===== src/rtl/oc_issue_arbiter_pkg.sv =====
// ---------------------------------------------------------------------------
// oc_issue_arbiter_pkg
// Shared definitions for the issue arbiter, the writeback mux and the operand
// collectors: default latency/limit parameters and the writeback tracking
// entry carried down the ALU writeback shift register.
// ---------------------------------------------------------------------------
package oc_issue_arbiter_pkg;

  localparam int NUM_OC_DEF      = 4;
  localparam int ALU_LAT_DEF     = 3;
  localparam int MAX_MEM_OUT_DEF = 4;

  // Widest OC index the entry can carry (up to 16 collectors); narrower
  // configurations zero-extend into it.
  localparam int OC_IDX_MAX_W    = 4;

  typedef struct packed {
    logic                    valid;
    logic [OC_IDX_MAX_W-1:0] ocIdx;
  } wb_entry_t;

endpackage


===== src/rtl/oc_issue_arbiter_rr_arbiter.sv =====
// ---------------------------------------------------------------------------
// rr_arbiter
// Single-resource round-robin arbiter. The search starts at the registered
// pointer and ascends with wrap-around; the first requesting index wins and
// the pointer moves to the index just past the winner.
//
// Ports:
//   clk        in   clock
//   rst        in   asynchronous active-low reset (pointer -> 0)
//   req        in   N  eligible request vector
//   grant      out  N  one-hot-or-zero grant (combinational)
//   grantValid out  1  any grant this cycle
//   grantIdx   out  $clog2(N) index of the granted requester (0 if none)
// ---------------------------------------------------------------------------
module rr_arbiter #(
  parameter int N = 4
) (
  input  logic                 clk,
  input  logic                 rst,
  input  logic [N-1:0]         req,
  output logic [N-1:0]         grant,
  output logic                 grantValid,
  output logic [$clog2(N)-1:0] grantIdx
);

  localparam int IDX_W = $clog2(N);

  logic [IDX_W-1:0] ptrReg;
  logic [IDX_W-1:0] ptrNext;

  always_comb begin
    grant      = '0;
    grantValid = 1'b0;
    grantIdx   = '0;
    for (int k = 0; k < N; k++) begin
      if (!grantValid && req[(int'(ptrReg) + k) % N]) begin
        grantValid = 1'b1;
        grantIdx   = IDX_W'((int'(ptrReg) + k) % N);
        grant[(int'(ptrReg) + k) % N] = 1'b1;
      end
    end
  end

  always_comb begin
    ptrNext = ptrReg;
    if (grantValid) begin
      ptrNext = (grantIdx == IDX_W'(N - 1)) ? '0 : grantIdx + IDX_W'(1);
    end
  end

  always_ff @(posedge clk or negedge rst) begin
    if (!rst) begin
      ptrReg <= '0;
    end else begin
      ptrReg <= ptrNext;
    end
  end

endmodule


===== src/rtl/oc_issue_arbiter.sv =====
// ---------------------------------------------------------------------------
// oc_issue_arbiter
// Issues at most one ALU and one MEM request per cycle from the operand
// collectors, each with its own round-robin order. ALU ops that write the
// register file are held off in the cycle whose writeback slot MEM already
// owns, MEM issue is throttled by an in-flight counter, and a shift register
// tracks pending ALU writebacks for the writeback mux.
//
// Ports:
//   clk                          in   clock
//   rst                          in   asynchronous active-low reset
//   ALU_Req_OC_Sched             in   NUM_OC per-OC ready ALU instruction
//   ALU_RegWrite_OC_Sched        in   NUM_OC per-OC ALU op writes the RF
//   MEM_Req_OC_Sched             in   NUM_OC per-OC ready load/store
//   RegWrite_LastStage_MEM_Sched in   1  MEM writes the RF ALU_LAT cycles on
//   MEM_Done_Mem_Sched           in   1  one MEM request retired (pulse)
//   ALU_Grt_Sched_OC             out  NUM_OC ALU grant (one-hot or zero)
//   MEM_Grt_Sched_OC             out  NUM_OC MEM grant (one-hot or zero)
//   ALU_WB_Valid_Sched           out  1  ALU writes the RF this cycle
//   ALU_WB_OC_Sched              out  $clog2(NUM_OC) OC of that write
//   WB_Conflict_Err              out  1  sticky ALU/MEM write collision
// ---------------------------------------------------------------------------
module oc_issue_arbiter
  import oc_issue_arbiter_pkg::*;
#(
  parameter int NUM_OC      = NUM_OC_DEF,
  parameter int ALU_LAT     = ALU_LAT_DEF,
  parameter int MAX_MEM_OUT = MAX_MEM_OUT_DEF
) (
  input  logic                      clk,
  input  logic                      rst,
  input  logic [NUM_OC-1:0]         ALU_Req_OC_Sched,
  input  logic [NUM_OC-1:0]         ALU_RegWrite_OC_Sched,
  input  logic [NUM_OC-1:0]         MEM_Req_OC_Sched,
  input  logic                      RegWrite_LastStage_MEM_Sched,
  input  logic                      MEM_Done_Mem_Sched,
  output logic [NUM_OC-1:0]         ALU_Grt_Sched_OC,
  output logic [NUM_OC-1:0]         MEM_Grt_Sched_OC,
  output logic                      ALU_WB_Valid_Sched,
  output logic [$clog2(NUM_OC)-1:0] ALU_WB_OC_Sched,
  output logic                      WB_Conflict_Err
);

  localparam int IDX_W = $clog2(NUM_OC);
  localparam int CNT_W = $clog2(MAX_MEM_OUT + 1);

  logic [NUM_OC-1:0] aluElig;
  logic [NUM_OC-1:0] memElig;
  logic              aluGrantValid;
  logic              memGrantValid;
  logic [IDX_W-1:0]  aluGrantIdx;
  logic [IDX_W-1:0]  memGrantIdx;

  logic [CNT_W-1:0]  memCntReg;
  logic [CNT_W-1:0]  memCntNext;
  logic              memDoneEff;

  wb_entry_t         wbIn;
  wb_entry_t         wbPipe    [ALU_LAT];
  logic              memWrPipe [ALU_LAT];
  wb_entry_t         wbHead;
  logic              conflictRegNext;

  // A MEM writeback flag now means MEM owns the RF port ALU_LAT cycles later,
  // which is exactly where an ALU op granted now would write.
  assign aluElig = ALU_Req_OC_Sched &
                   ~(ALU_RegWrite_OC_Sched & {NUM_OC{RegWrite_LastStage_MEM_Sched}});
  assign memElig = (memCntReg < CNT_W'(MAX_MEM_OUT)) ? MEM_Req_OC_Sched : '0;

  rr_arbiter #(.N(NUM_OC)) uAluArb (
    .clk        (clk),
    .rst        (rst),
    .req        (aluElig),
    .grant      (ALU_Grt_Sched_OC),
    .grantValid (aluGrantValid),
    .grantIdx   (aluGrantIdx)
  );

  rr_arbiter #(.N(NUM_OC)) uMemArb (
    .clk        (clk),
    .rst        (rst),
    .req        (memElig),
    .grant      (MEM_Grt_Sched_OC),
    .grantValid (memGrantValid),
    .grantIdx   (memGrantIdx)
  );

  // Done with nothing outstanding is dropped so the counter cannot wrap.
  assign memDoneEff = MEM_Done_Mem_Sched && (memCntReg != '0);

  always_comb begin
    memCntNext = memCntReg;
    if (memGrantValid && !memDoneEff) begin
      memCntNext = memCntReg + CNT_W'(1);
    end else if (memDoneEff && !memGrantValid) begin
      memCntNext = memCntReg - CNT_W'(1);
    end
  end

  always_ff @(posedge clk or negedge rst) begin
    if (!rst) begin
      memCntReg <= '0;
    end else begin
      memCntReg <= memCntNext;
    end
  end

  always_comb begin
    wbIn       = '0;
    wbIn.valid = aluGrantValid && ALU_RegWrite_OC_Sched[aluGrantIdx];
    wbIn.ocIdx = OC_IDX_MAX_W'(aluGrantIdx);
  end

  // Stage 0 is visible the cycle after the grant, so stage ALU_LAT-1 lines up
  // with grant cycle + ALU_LAT.
  genvar gi;
  for (gi = 0; gi < ALU_LAT; gi++) begin : gStage
    wb_entry_t stageIn;
    logic      memIn;
    if (gi == 0) begin : gFirst
      assign stageIn = wbIn;
      assign memIn   = RegWrite_LastStage_MEM_Sched;
    end else begin : gRest
      assign stageIn = wbPipe[gi-1];
      assign memIn   = memWrPipe[gi-1];
    end
    always_ff @(posedge clk or negedge rst) begin
      if (!rst) begin
        wbPipe[gi]    <= '0;
        memWrPipe[gi] <= 1'b0;
      end else begin
        wbPipe[gi]    <= stageIn;
        memWrPipe[gi] <= memIn;
      end
    end
  end

  assign wbHead             = wbPipe[ALU_LAT-1];
  assign ALU_WB_Valid_Sched = wbHead.valid;
  assign ALU_WB_OC_Sched    = wbHead.valid ? wbHead.ocIdx[IDX_W-1:0] : '0;

  assign conflictRegNext = WB_Conflict_Err | (wbHead.valid & memWrPipe[ALU_LAT-1]);

  always_ff @(posedge clk or negedge rst) begin
    if (!rst) begin
      WB_Conflict_Err <= 1'b0;
    end else begin
      WB_Conflict_Err <= conflictRegNext;
    end
  end

endmodule


===== config.mk =====
export PLATFORM = sky130hd
export DESIGN_NAME = oc_issue_arbiter
export DESIGN_NICKNAME = d
export VERILOG_FILES = /design/src/rtl/oc_issue_arbiter_pkg.sv /design/src/rtl/oc_issue_arbiter_rr_arbiter.sv /design/src/rtl/oc_issue_arbiter.sv
export SDC_FILE = /design/constraint.sdc
export NUM_CORES = 1
export LEC_CHECK = 0
export ABC_CLOCK_PERIOD_IN_PS = 6600
export CAP_MARGIN = 30
export CORE_UTILIZATION = 35
export CTS_CLUSTER_DIAMETER = 80
export DETAILED_ROUTE_END_ITERATION = 8
export PLACE_DENSITY = 0.53
export SLEW_MARGIN = 20
export SYNTH_ARGS = -nofsm -noshare
export SYNTH_HDL_FRONTEND = slang
export SYNTH_SLANG_ARGS = --single-unit

===== constraint.sdc =====
create_clock -name clk -period 6.6 [get_ports clk]
set_input_delay 1.32 -clock clk [delete_from_list [all_inputs] [get_ports clk]]
set_output_delay 1.32 -clock clk [all_outputs]
set_load 0.01 [all_outputs]

==> out/metrics.cfg <==
[status]
status = complete, no violations

[detailed_routing]
met2WireLength_um = 1725
drt_pass1_iterations = 4
drt-initial-drc-count = 55
wl_per_cell_um = 14.71
vias_per_cell = 5.496
antenna_left = 0
drc = 0
top_layer = met4
via_count = 1286
wl_um = 3442
routed-wl-met3_um = 124
wl_met1_um = 1532

[power_and_ir_drop]
power_density_nw_per_um2 = 516.4
p_clk_share_pct = 11.2
pwr-share-seq_pct = 23.4
internal_power_uw = 621.1
netSwitchingPower_uw = 452.8
combPwrFrac_pct = 65.4
swShare_pct = 42.16
irDropWorstVdd_v = 0.0002928
leakage_uw = 0.0008709

[grt]
grt_pass1_vias = 1334
grt_pass1_wl_um = 5858
grt-ovfl-total = 0
antenna_found_initial = 0
grt_max_degree = 21
track_usage_pct = 14.13

[synth]
synth.distinct_cells = 43
synthCells = 153
ys_ff_latch = 20
synth_edf_count = 0
syn_nets = 187
yosys.area.top_type_share_pct = 29.65
synthTopCellsByCount = dfrtp_1, ha_1, nand2_1, a22oi_1
synth.area.top_cells = dfrtp_1, ha_1, mux4_2
yosys_warnings = 0
syn_area_per_cell_um2 = 11.03
synth_seq_area_share_pct = 29.65
async_flop_share_pct = 100.0
netlist_area_um2 = 1688
yosysMostFrequentCell = dfrtp_1
synth_area_leader_cell = dfrtp_1
synth_ff_type = dfrtp_1

[timing]
tightest_slew_ps = 634.9
holdWs_ps = 342.9
hold_violations = 0
maxSlewHeadroom_pct = 57.68
period_minus_slack_ps = 5247
skew_ps = 5.454
fmax_mhz = 190.6
rsz0062_at_grt = no
final.setup.tns_ps = 0
fin_crit_sh_pct = 79.50
setup_viol = 0
finalMaxSlewViolations = 0

[worst_setup_path]
cp_max_fo = 9
crit_path_end_kind = output port
cp.required_ps = 5280
cp.arrival_ps = 3930
criticalPathCategory = primary input to output port
startpoint_type = primary input

[cells_and_area]
final_nets = 217
diodes = 0
syn2layout_area_growth_pct = 23.20
drive_above_1_share_pct = 15.93
final_area_um2 = 2079
instances_no_fill = 234

[clock_tree]
cts_buffers = 3
clock-sinks = 20
ctsHtreeMaxLevel = 1
cts_root_buf = clkbuf_8
cts_tree = built
clk_pin_slew_ps = 80
cts_resized = 0
cts_max_path_buffers = 2
clk_latency_ps = 260
post_cts_buffers = 0
cts.hold.buffers_added = 0

[floorplan]
die-area_um2 = 5104
num_rows = 24
initial_utilization_pct = 37.47
coreArea_um2 = 4504
die_w_um = 71.45
die_h_um = 71.45
ioPinCount = 28

[placed_design]
dp_hpwl_um = 2665
dp.cells = 229
place_congestion = 0.7831
port_buffers = 27
placed_area_um2 = 1993

[min_path]
hp-class = flip-flop to flip-flop

[job]
cap_violations = 0

==> critical path, cell delays in order <==
cell and delay, ps:
clkdlybuf4s50_1 690, a21boi_2 140, mux2i_1 260, or3b_1 380, a21oi_1 340, a222oi_1 150, nand2_1 100, clkdlybuf4s50_1 530
==> registers in the layout, indices dropped and copies added (netlist names) <==
name	flops
ALU_WB_Valid_Sched	1
uMemArb.ptrReg	2
memCntReg	3
uAluArb.ptrReg	2
gStage.stageIn	6
WB_Conflict_Err	1
wbHead	2
memWrPipe	1
gStage.memIn	2
==> power by group through the flow <==
stage	Clock [µW]	Sequential [µW]	Combinational, µW
2_1_floorplan	0	218	543
3_3_place_gp	0	252	675
3_5_place_dp	0	256	701
4_1_cts	124	253	706
5_1_grt	129	263	762
6_report	121	251	702
==> placed cells by master, fill, tap and decap left out, types with 3 or more instances in the layout <==
cell type	Yosys	layout
o21ai_1	6	6
nand2_1	14	14
nor2_1	6	6
a21bo_2	4	4
and2_1	4	4
clkbuf_8	0	3
a21boi_2	4	4
mux2i_1	7	7
inv_1	5	5
dfrtp_1	20	20
ha_1	17	17
a22oi_1	8	8
a21oi_1	7	7
mux4_2	5	5
clkdlybuf4s50_1	0	27
mux2_1	3	3
a222oi_1	4	4
==> final cells by class <==
type / count / area, µm²
timing repair buffer: 28 / 285.3
multi-input combinational: 124 / 1135
inverter: 6 / 22.52
clock buffer: 3 / 41.29
fill: 416 / 2425
clock inverter: 1 / 30.03
sequential: 20 / 500.5
tap: 52 / 65.06
==> cells by family (layout without fill, tap and decap cells) <==
group | after synthesis | in the layout | synth area share [%]
AO/OA/AOI/OAI | 43 | 43 | 20.68
XOR/XNOR | 5 | 5 | 3.484
adder cells (fa/ha/maj) | 18 | 18 | 13.79
buffers and inverters | 9 | 38 | 3.113
flip-flops | 20 | 20 | 29.65
multiplexers | 18 | 18 | 16.16
AND/OR/NAND/NOR | 40 | 40 | 13.12
==> worst paths after layout <==
path,cells past startpoint,to,slack [ps],startpoint
worst min-delay path,0,gStage[2].stageIn[0],340,gStage[1].stageIn[0]
max in group asynchronous,2,gStage[1].stageIn[1],4880,rst
worst max-delay path,8,ALU_Grt_Sched_OC[2],1350,RegWrite_LastStage_MEM_Sched
min in group asynchronous,1,WB_Conflict_Err,1320,rst
worst min register to register,0,gStage[2].stageIn[0],340,gStage[1].stageIn[0]
worst max register to register,11,memCntReg[1],2930,uMemArb.ptrReg[0]
==> per-layer routing <==
metal / vias to the layer above / GRT usage [%]
li1: 628 / -
met1: 619 / 16.74
met2: 33 / 26.24
met3: 6 / 1.266
met4: 0 / 5.556
met5: - / 0
==> metrics by stage <==
stage                     util (%)  setup slack [ps]  power [µW]
after detailed placement     44.25              1361       956.6
after global placement       44.25              1488       926.6
after global routing         46.17              1145        1154
after floorplan                  -              2725       760.5
after CTS                    45.83              1357        1082
final                        46.17              1353        1074
Note: power is estimated with default switching activity, not from simulation.
